**src/rtl/sprite_render_scheduler_pkg.sv**
```systemverilog
`default_nettype none
// ============================================================================
// Module   : render_pkg
// Brief    : Shared types, widths and helpers for the sprite render scheduler.
// Revision : 1.0 - initial release
// ============================================================================
package render_pkg;

    typedef enum logic [1:0] {
        ST_START = 2'd0,
        ST_DRAW  = 2'd1,
        ST_HOLD  = 2'd2,
        ST_ERASE = 2'd3
    } state_t;

    localparam int X_W      = 9;
    localparam int Y_W      = 8;
    localparam int COLOUR_W = 3;

    localparam int SCREEN_W = 320;
    localparam int SCREEN_H = 240;

    function automatic int max_int(input int a, input int b);
        return (a > b) ? a : b;
    endfunction

    function automatic int clog2_min1(input int n);
        return (n > 1) ? $clog2(n) : 1;
    endfunction

endpackage
`default_nettype wire

```
**src/rtl/sprite_render_scheduler_if.sv**
```systemverilog
`default_nettype none
// ============================================================================
// Module   : sprite_render_scheduler_if
// Brief    : Client handshake, VGA write port and status flags of the scheduler.
// Revision : 1.0 - initial release
// ============================================================================
interface sprite_render_scheduler_if #(
    parameter int NUM_CLIENTS = 2
);
    import render_pkg::*;

    logic                            frame_tick;
    logic [X_W*NUM_CLIENTS-1:0]      client_x;
    logic [Y_W*NUM_CLIENTS-1:0]      client_y;
    logic [COLOUR_W*NUM_CLIENTS-1:0] client_colour;
    logic [NUM_CLIENTS-1:0]          client_finish;
    logic [NUM_CLIENTS-1:0]          draw_signal;
    logic [NUM_CLIENTS-1:0]          erase_signal;
    logic [X_W-1:0]                  vga_x;
    logic [Y_W-1:0]                  vga_y;
    logic [COLOUR_W-1:0]             vga_colour;
    logic                            plot;
    logic                            timeout_err;
    logic                            frame_overrun;

    modport master (
        input  frame_tick, client_x, client_y, client_colour, client_finish,
        output draw_signal, erase_signal, vga_x, vga_y, vga_colour, plot,
               timeout_err, frame_overrun
    );

    modport slave (
        output frame_tick, client_x, client_y, client_colour, client_finish,
        input  draw_signal, erase_signal, vga_x, vga_y, vga_colour, plot,
               timeout_err, frame_overrun
    );

endinterface
`default_nettype wire

```
**src/rtl/sprite_render_scheduler_pixel_mux_reg.sv**
```systemverilog
`default_nettype none
// ============================================================================
// Module   : pixel_mux_reg
// Brief    : Registered N-to-1 pixel mux of the client streams plus plot stage.
// Revision : 1.0 - initial release
// ============================================================================
module pixel_mux_reg
    import render_pkg::*;
#(
    parameter int NUM_CLIENTS = 2,
    parameter int SEL_W       = 1
) (
    input  wire                            clk,
    input  wire                            reset,
    input  wire [SEL_W-1:0]                sel,
    input  wire                            plot_req,
    input  wire [X_W*NUM_CLIENTS-1:0]      client_x,
    input  wire [Y_W*NUM_CLIENTS-1:0]      client_y,
    input  wire [COLOUR_W*NUM_CLIENTS-1:0] client_colour,
    output logic [X_W-1:0]                 vga_x,
    output logic [Y_W-1:0]                 vga_y,
    output logic [COLOUR_W-1:0]            vga_colour,
    output logic                           plot
);

    always_ff @(posedge clk or posedge reset) begin
        if (reset) begin
            vga_x      <= '0;
            vga_y      <= '0;
            vga_colour <= '0;
            plot       <= 1'b0;
        end else begin
            vga_x      <= client_x[sel*X_W +: X_W];
            vga_y      <= client_y[sel*Y_W +: Y_W];
            vga_colour <= client_colour[sel*COLOUR_W +: COLOUR_W];
            plot       <= plot_req;
        end
    end

endmodule
`default_nettype wire

```
**src/rtl/sprite_render_scheduler.sv**
```systemverilog
`default_nettype none
// ============================================================================
// Module   : sprite_render_scheduler
// Brief    : Sequences draw/erase of every sprite client once per frame and
//            muxes the active client's pixel stream onto the VGA write port.
// Revision : 1.0 - initial release
// ============================================================================
module sprite_render_scheduler
    import render_pkg::*;
#(
    parameter int NUM_CLIENTS   = 2,
    parameter int LEAD_CYCLES   = 3,
    parameter int DRAW_CYCLES   = 44,
    parameter int ERASE_TIMEOUT = 63
) (
    input  wire                         clk,
    input  wire                         reset,
    sprite_render_scheduler_if.master   bus
);

    localparam int SEL_W = clog2_min1(NUM_CLIENTS);
    localparam int CNT_W = $clog2(max_int(DRAW_CYCLES, ERASE_TIMEOUT) + 1);

    localparam logic [CNT_W-1:0] CNT_MAX    = CNT_W'(max_int(DRAW_CYCLES, ERASE_TIMEOUT));
    localparam logic [CNT_W-1:0] DRAW_LAST  = CNT_W'(DRAW_CYCLES - 1);
    localparam logic [CNT_W-1:0] ERASE_LAST = CNT_W'(ERASE_TIMEOUT - 1);
    localparam logic [CNT_W-1:0] LEAD       = CNT_W'(LEAD_CYCLES);
    localparam logic [SEL_W-1:0] SEL_LAST   = SEL_W'(NUM_CLIENTS - 1);

    state_t                 r_state, w_state_nxt;
    logic [SEL_W-1:0]       r_sel, w_sel_nxt;
    logic [CNT_W-1:0]       r_cnt, w_cnt_nxt, w_cnt_inc;
    logic                   r_gap, w_gap_nxt;
    logic                   r_tick_pending;
    logic                   r_timeout_err;
    logic                   r_frame_overrun;
    logic                   w_consume;
    logic                   w_timeout_set;
    logic                   w_req_active;
    logic                   w_finish_sel;
    logic [NUM_CLIENTS-1:0] w_onehot;

    assign w_cnt_inc    = (r_cnt == CNT_MAX) ? r_cnt : r_cnt + 1'b1;
    assign w_finish_sel = bus.client_finish[r_sel];

    always_ff @(posedge clk or posedge reset) begin
        if (reset) begin
            r_state         <= ST_START;
            r_sel           <= '0;
            r_cnt           <= '0;
            r_gap           <= 1'b0;
            r_tick_pending  <= 1'b0;
            r_timeout_err   <= 1'b0;
            r_frame_overrun <= 1'b0;
        end else begin
            r_state         <= w_state_nxt;
            r_sel           <= w_sel_nxt;
            r_cnt           <= w_cnt_nxt;
            r_gap           <= w_gap_nxt;
            // A tick landing on the consuming cycle re-arms the pending flag.
            r_tick_pending  <= (r_tick_pending & ~w_consume) | bus.frame_tick;
            r_frame_overrun <= r_frame_overrun | (bus.frame_tick & r_tick_pending);
            r_timeout_err   <= r_timeout_err | w_timeout_set;
        end
    end

    always_comb begin
        w_state_nxt   = r_state;
        w_sel_nxt     = r_sel;
        w_cnt_nxt     = r_cnt;
        w_gap_nxt     = 1'b0;
        w_consume     = 1'b0;
        w_timeout_set = 1'b0;
        w_req_active  = 1'b0;
        case (r_state)
            ST_START: begin
                w_sel_nxt   = '0;
                w_cnt_nxt   = '0;
                w_state_nxt = ST_DRAW;
            end
            ST_DRAW: begin
                if (!r_gap) begin
                    w_req_active = 1'b1;
                    if (r_cnt == DRAW_LAST) begin
                        w_cnt_nxt = '0;
                        if (r_sel == SEL_LAST) begin
                            w_state_nxt = ST_HOLD;
                        end else begin
                            w_sel_nxt = r_sel + 1'b1;
                            w_gap_nxt = 1'b1;
                        end
                    end else begin
                        w_cnt_nxt = w_cnt_inc;
                    end
                end
            end
            ST_HOLD: begin
                w_cnt_nxt = '0;
                if (r_tick_pending) begin
                    w_consume   = 1'b1;
                    w_sel_nxt   = '0;
                    w_state_nxt = ST_ERASE;
                end
            end
            ST_ERASE: begin
                if (!r_gap) begin
                    w_req_active = 1'b1;
                    if (w_finish_sel || r_cnt == ERASE_LAST) begin
                        w_cnt_nxt     = '0;
                        w_timeout_set = ~w_finish_sel;
                        if (r_sel == SEL_LAST) begin
                            w_sel_nxt   = '0;
                            w_state_nxt = ST_DRAW;
                        end else begin
                            w_sel_nxt = r_sel + 1'b1;
                            w_gap_nxt = 1'b1;
                        end
                    end else begin
                        w_cnt_nxt = w_cnt_inc;
                    end
                end
            end
            default: begin
                w_state_nxt = ST_START;
            end
        endcase
    end

    always_comb begin
        w_onehot = '0;
        for (int i = 0; i < NUM_CLIENTS; i++) begin
            w_onehot[i] = (r_sel == SEL_W'(i));
        end
    end

    assign bus.draw_signal   = (r_state == ST_DRAW  && w_req_active) ? w_onehot : '0;
    assign bus.erase_signal  = (r_state == ST_ERASE && w_req_active) ? w_onehot : '0;
    assign bus.timeout_err   = r_timeout_err;
    assign bus.frame_overrun = r_frame_overrun;

    pixel_mux_reg #(
        .NUM_CLIENTS (NUM_CLIENTS),
        .SEL_W       (SEL_W)
    ) u_pixel_mux (
        .clk           (clk),
        .reset         (reset),
        .sel           (r_sel),
        .plot_req      (w_req_active && (r_cnt >= LEAD)),
        .client_x      (bus.client_x),
        .client_y      (bus.client_y),
        .client_colour (bus.client_colour),
        .vga_x         (bus.vga_x),
        .vga_y         (bus.vga_y),
        .vga_colour    (bus.vga_colour),
        .plot          (bus.plot)
    );

endmodule
`default_nettype wire

```
**src/flat_wrapper.sv**
```systemverilog
// flat-port wrapper written by rule: the top's interface ports become plain ports
module sprite_render_scheduler_flat import render_pkg::*;
#(
    parameter int NUM_CLIENTS   = 2,
    parameter int LEAD_CYCLES   = 3,
    parameter int DRAW_CYCLES   = 44,
    parameter int ERASE_TIMEOUT = 63
)
  (clk, reset, bus_frame_tick, bus_client_x, bus_client_y, bus_client_colour, bus_client_finish, bus_draw_signal, bus_erase_signal, bus_vga_x, bus_vga_y, bus_vga_colour, bus_plot, bus_timeout_err, bus_frame_overrun);
  sprite_render_scheduler_if #(.NUM_CLIENTS(NUM_CLIENTS)) bus_i ();
  input  wire clk;
  input  wire reset;
  input wire logic [$bits(bus_i.frame_tick)-1:0] bus_frame_tick;
  input wire logic [$bits(bus_i.client_x)-1:0] bus_client_x;
  input wire logic [$bits(bus_i.client_y)-1:0] bus_client_y;
  input wire logic [$bits(bus_i.client_colour)-1:0] bus_client_colour;
  input wire logic [$bits(bus_i.client_finish)-1:0] bus_client_finish;
  output wire logic [$bits(bus_i.draw_signal)-1:0] bus_draw_signal;
  output wire logic [$bits(bus_i.erase_signal)-1:0] bus_erase_signal;
  output wire logic [$bits(bus_i.vga_x)-1:0] bus_vga_x;
  output wire logic [$bits(bus_i.vga_y)-1:0] bus_vga_y;
  output wire logic [$bits(bus_i.vga_colour)-1:0] bus_vga_colour;
  output wire logic [$bits(bus_i.plot)-1:0] bus_plot;
  output wire logic [$bits(bus_i.timeout_err)-1:0] bus_timeout_err;
  output wire logic [$bits(bus_i.frame_overrun)-1:0] bus_frame_overrun;
  assign bus_i.frame_tick = bus_frame_tick;
  assign bus_i.client_x = bus_client_x;
  assign bus_i.client_y = bus_client_y;
  assign bus_i.client_colour = bus_client_colour;
  assign bus_i.client_finish = bus_client_finish;
  assign bus_draw_signal = bus_i.draw_signal;
  assign bus_erase_signal = bus_i.erase_signal;
  assign bus_vga_x = bus_i.vga_x;
  assign bus_vga_y = bus_i.vga_y;
  assign bus_vga_colour = bus_i.vga_colour;
  assign bus_plot = bus_i.plot;
  assign bus_timeout_err = bus_i.timeout_err;
  assign bus_frame_overrun = bus_i.frame_overrun;
  sprite_render_scheduler #(.NUM_CLIENTS(NUM_CLIENTS), .LEAD_CYCLES(LEAD_CYCLES), .DRAW_CYCLES(DRAW_CYCLES), .ERASE_TIMEOUT(ERASE_TIMEOUT)) u_core (.clk(clk), .reset(reset), .bus(bus_i));
endmodule
```
**config.mk**
```make
export PLATFORM = sky130hd
export DESIGN_NAME = sprite_render_scheduler_flat
export DESIGN_NICKNAME = d
export VERILOG_FILES = /design/src/rtl/sprite_render_scheduler_pkg.sv /design/src/rtl/sprite_render_scheduler_if.sv /design/src/rtl/sprite_render_scheduler_pixel_mux_reg.sv /design/src/rtl/sprite_render_scheduler.sv /design/src/flat_wrapper.sv
export SDC_FILE = /design/constraint.sdc
export NUM_CORES = 1
export LEC_CHECK = 0
export BUFFER_PORTS_ARGS = -buffer_cell sky130_fd_sc_hd__buf_4
export CAP_MARGIN = 20
export CORE_ASPECT_RATIO = 1.75
export CORE_MARGIN = 2
export CORE_UTILIZATION = 50
export DETAILED_ROUTE_END_ITERATION = 8
export GPL_TIMING_DRIVEN = 0
export HOLD_SLACK_MARGIN = 0.02
export PLACE_DENSITY = 0.82
export SYNTH_ARGS = -nofsm -noshare
export SYNTH_HDL_FRONTEND = slang
export SYNTH_SLANG_ARGS = --single-unit
export TNS_END_PERCENT = 100
```
**constraint.sdc**
```tcl
create_clock -name clk -period 3 [get_ports clk]
set_input_delay 0.3 -clock clk [delete_from_list [all_inputs] [get_ports clk]]
set_output_delay 0.3 -clock clk [all_outputs]
set_load 0.01 [all_outputs]
```
# Word level (Yosys, flattened, before mapping)
# Index checks and enable logic that the tools add are counted.
dict set report op_classes {
  shift 3
  eq_ne 13
  mul 2
  n_reduce_logical 10
  addsub 2
  bitwise_logic 8
  mux 39
  order_cmp 2
}
# cell count
set ops {}
lappend ops {{two-way mux 6 bit} 5}
lappend ops {{two-way mux 1 bit} 21}
lappend ops {{equality test 6 bit (second input constant)} 3}
lappend ops {{two-way mux 2 bit} 9}
lappend ops {{case mux 6 bit (3 select lines)} 1}
lappend ops {{variable part select 18 x 6 -> 9 bit} 1}
lappend ops {{variable part select 16 x 5 -> 8 bit} 1}
lappend ops {{!= test 2 x 1 -> 1 bit (second input constant)} 5}
lappend ops {{case mux 2 bit (4 select lines)} 1}
lappend ops {{AND reduction 7 bit} 1}
lappend ops {{adder 6 x 1 -> 6 bit (second input constant)} 1}
lappend ops {{greater-or-equal comparator 6 x 2 -> 1 bit (second input constant)} 1}
lappend ops {{variable part select 6 x 4 -> 3 bit} 1}
lappend ops {{multiplier 1 x 4 -> 5 bit (second input constant)} 1}
lappend ops {{AND reduction 5 bit} 1}
lappend ops {{equality test 2 bit (second input constant)} 2}
lappend ops {{!= test 2 bit (second input constant)} 2}
lappend ops {{case mux 1 bit (4 select lines)} 1}
lappend ops {{OR reduction 2 bit} 2}
lappend ops {{logical AND 1 bit} 3}
lappend ops {{multiplier 1 x 2 -> 3 bit (second input constant)} 1}
lappend ops {{inverter 1 bit} 3}
lappend ops {{bitwise OR 1 bit} 3}
lappend ops {{AND 1 bit} 2}
lappend ops {{7 further kinds} 7}
dict set report totals {
  regBits 34
  word_cells 90
  out_inout_bits 27
  in_bits 45
}

# Depth between registers and ports, before layout
dict set report depth {
  ltp_word 7
  depth_mapped 6
  ltp_nobuf 6
}

# By module
# From an unflattened synthesis, not the netlist that was laid out.
dict set report hier_totals {
  cells_unflattened 129
  area_unflattened_um2 1664.1
}
# module cells_per_inst seq_area_each_um2 instances area_per_inst_um2
set by_module_without_submodules {}
lappend by_module_without_submodules {pixel_mux_reg 44 525.5 1 852.1}
lappend by_module_without_submodules {sprite_render_scheduler 85 325.3 1 812.0}

# Worst setup path before layout
# Ideal clock, no wire load.
dict set report synth_path {
  path_kind {register to register}
  startpoint {reg u_core.r_state[1]}
  endpoint {reg u_core.r_cnt[3]}
  setup_time_ns 0.122
  path_slack_ns 1.245
  arrival_ns 1.633
  required_ns 2.878
  period_less_slack_ns 1.755
  path_stages_with_launch 7
  cell_sequence {dfrtp_1 > inv_1 > ha_1 > inv_2 > or4_4 > a21o_1 > a32o_1}
}
dict set report synth_via {
  elab_chain_len 3
  word_cells_on_any_way 9
  classes_between {eq/ne: 5; mux: 1; reduce/logical: 3}
}
# item line_no
set synth_rtl {}
lappend synth_rtl {{start: declaration} sprite_render_scheduler.sv:30} ;# state_t r_state, w_state_nxt;
lappend synth_rtl {{start signal: assignment} sprite_render_scheduler.sv:56} ;# r_state <= w_state_nxt;
lappend synth_rtl {{equality test 2 bit (tied with other cells)} sprite_render_scheduler.sv:75} ;# case (r_state)
lappend synth_rtl {{OR reduction 2 bit (no line) or != test 2 bit (tied branches)} --}
lappend synth_rtl {{case mux 6 bit (3 select lines) or AND reduction 2 bit (tied branches)} --}
lappend synth_rtl {{end signal: assignment} sprite_render_scheduler.sv:58} ;# r_cnt <= w_cnt_nxt;
lappend synth_rtl {{end: declaration} sprite_render_scheduler.sv:32} ;# logic [CNT_W-1:0] r_cnt, w_cnt_nxt, w_cnt_inc;
# Parallel ways exist; a longest one is shown, timed or not.
# A chain may end at the register's enable or synchronous reset.

# Worst setup path in the final report
dict set report layout_path {
  startpoint {reg u_core.r_state[1]}
  endpoint {reg u_core.r_cnt[4]}
}
# Same word-level chain as after synthesis.

==> qor.yml <==
fin_tns_setup_ns: 0
arrival_ns: 2.10
setup_viol: 0
slew_violations: 0
grt-ovfl-total: 0
wl_per_cell_microns: 15.2
fmax_mhz: 515
crit_required_ns: 3.15
die_height_microns: 78.8
synth_cell_types: 35
antenna_found_initial: 0
cts_setup_buffers: 0
grt_pass1_vias: 1383
rows: 27
timing_hold_violations_final: 0
worst_slew_pin_slew_ns: 0.632
clkSinkCount: 34
min_path_type: "primary input to asynchronous set/reset pin"
htree_num_levels: 2
crit_path_max_fanout: 6
period_share_pct: 64.8
cts_root_buf: "clkbuf_8"
die_area_sq_um: 3690
ios: 72
initial_core_util_pct: 51.5
ys.flop_type: "dfrtp_1"
clkLatencyLatePin_ns: 0.29
syn_inst: 134
synth_edf_count: 0
rsz0062_at_grt: "no"
drive_gt1_share_pct: 51.4
grt_first_pass_wirelength_microns: 6150
nets: 264
syn_nets: 185
fin_util_pct: 74.8
clock_skew_ns: 0.00820
postCtsHoldBufs: 0
post-dp-hpwl_microns: 3150
power.density_nw_per_um2: 813
drtPass1Iterations: 4
slew_headroom_pct: 57.8
yosys_warnings: 0
crit_path_end_kind: "register"
track_usage_pct: 24.0
layout.area.seq_sq_um: 851
syn_area_sq_um: 1600
multi_input_area_sq_um: 688
min_period_ns: 1.94
status: "completed"
p_leak_nw: 1.12
drt_wl_total_microns: 3920
start_kind: "register"
drv_cap: 0
ys_seq_area_share_pct: 53.2
final_common_cell: "buf_4"
synth.avg_cell_area_sq_um: 11.9
critPathKind: "register to register"
port_buffers: 71
grt_max_degree: 22
clockBufferDepth: 2
seqPwrFrac_pct: 33.7
swShare_pct: 33.8
ant_nets: 0
drt_iter0_drc: 28
ir_drop_mv: 0.495
vias: 1346
synth-seq-cells: 34
gp_congestion: 0.836
coreArea_sq_um: 3110
syn_to_final_growth_pct: 45.2
p_sw_mw: 0.638
p_comb_share_pct: 44.5
intPower_mw: 1.25
cts_tree: "yes"
clkTransAtPathRegs_ns: 0.07
async_flop_share_pct: 100
drc: 0
clkPwrFrac_pct: 21.8
viasPerCell: 5.24
die_x_microns: 46.8
antenna_cells: 0
ctsResizeCount: 0
numCtsBuffers: 5
final_cell_mix: "71 x buf_4, 34 x dfrtp_1, 20 x mux2_2"
fillCellCount: 220
==> Yosys cell counts (2+ instances only) <==
| cell | instances | area (sq um) |
|---|---|---|
| buf_1 | 2 | 7.51 |
| mux2i_1 | 4 | 40.0 |
| ha_1 | 6 | 75.1 |
| a41oi_1 | 3 | 26.3 |
| inv_1 | 7 | 26.3 |
| nand3_1 | 4 | 20.0 |
| a21boi_0 | 2 | 15.0 |
| a211oi_1 | 2 | 15.0 |
| a21o_1 | 3 | 22.5 |
| nand2_1 | 7 | 26.3 |
| o21ai_0 | 5 | 25.0 |
| nor3_1 | 3 | 15.0 |
| a21oi_1 | 2 | 10.0 |
| a32o_1 | 2 | 20.0 |
| mux2_2 | 20 | 225 |
| buf_2 | 3 | 15.0 |
| nand2b_1 | 2 | 12.5 |
| nor2_1 | 7 | 26.3 |
| dfrtp_1 | 34 | 851 |
==> stage by stage <==
stage | cells | instance area (sq um) | power, mW | hold WS (ns) | setup WS, ns
after detailed placement | 249 | 2210 | 1.49 | 0.413 | 1.08
after global placement | 248 | 2190 | 1.45 | 0.447 | 1.15
final | 257 | 2320 | 1.89 | 0.100 | 1.06
after CTS | 257 | 2320 | 1.90 | 0.108 | 1.07
after global routing | 257 | 2320 | 2.01 | 0.157 | 0.939
after floorplan | 134 | 1600 | 1.16 | 0.392 | 1.25
==> registers in the layout, indices dropped and copies added (netlist names) <==
register / flops
u_core.r_state: 2
u_core.u_pixel_mux.plot: 1
u_core.u_pixel_mux.vga_y: 8
u_core.bus.frame_overrun: 1
u_core.bus.timeout_err: 1
u_core.r_tick_pending: 1
u_core.r_sel: 1
u_core.u_pixel_mux.vga_x: 9
u_core.r_gap: 1
u_core.r_cnt: 6
u_core.u_pixel_mux.vga_colour: 3
==> power groups by stage <==
stage	Clock (mW)	Sequential [mW]	Combinational [mW]
3_3_place_gp	0	0.643	0.805
3_5_place_dp	0	0.647	0.845
4_1_cts	0.419	0.638	0.847
2_1_floorplan	0	0.688	0.474
5_1_grt	0.435	0.652	0.920
6_report	0.413	0.636	0.841
==> cells by family after synthesis <==
| logic type | count (synthesis) | synth area share [%] |
|---|---|---|
| adder cells (fa/ha/maj) | 6 | 4.69 |
| AND/OR/NAND/NOR | 30 | 10.2 |
| flip-flops | 34 | 53.2 |
| multiplexers | 24 | 16.6 |
| buffers and inverters | 15 | 3.83 |
| XOR/XNOR | 1 | 0.547 |
| AO/OA/AOI/OAI | 24 | 11.0 |
==> layer usage <==
metal  up-vias  GRT usage [%]  part of all wire (%)
met1       636           22.3                    31
met5         -              0                     0
met3         8           8.18                   7.5
met2        64           43.0                    59
met4         0           11.7                   2.7
li1        638              -                     -
==> critical path, cell delays in order, from the launching register on <==
cell and delay, ns:
dfrtp_1 0.40, inv_1 0.10, ha_1 0.26, inv_2 0.09
or4_4 0.51, o2bb2ai_1 0.34, nor3_1 0.12
==> area by class of cell <==
| class | instances | share of cell area (%) |
|---|---|---|
| Sequential cell | 34 | 36.6 |
| Multi-Input combinational cell | 85 | 29.6 |
| Timing Repair Buffer | 72 | 24.1 |
| Clock buffer | 5 | 2.96 |
| Tap cell | 43 | 2.32 |
| Clock inverter | 3 | 1.72 |
| Buffer | 7 | 1.35 |
| Inverter | 8 | 1.29 |
==> final timing paths <==
path | startpoint | to | slack [ns] | cells after the start
worst min register to register | u_core.bus.frame_overrun$_DFF_PP0_ | u_core.bus.frame_overrun$_DFF_PP0_ | 0.46 | 1
worst min-delay path | reset | u_core.r_cnt[1]$_DFFE_PP0P_ | 0.10 | 2
min in group clk | bus_frame_tick | u_core.r_tick_pending$_DFF_PP0_ | 0.20 | 2
worst max register to register | u_core.r_state[1]$_DFFE_PP0P_ | u_core.r_cnt[4]$_DFFE_PP0P_ | 1.06 | 6
worst max-delay path | u_core.r_state[1]$_DFFE_PP0P_ | u_core.r_cnt[4]$_DFFE_PP0P_ | 1.06 | 6
max in group asynchronous | reset | u_core.u_pixel_mux.plot$_DFF_PP0_ | 2.39 | 3
No activity file was read; power rests on OpenSTA's default activity.
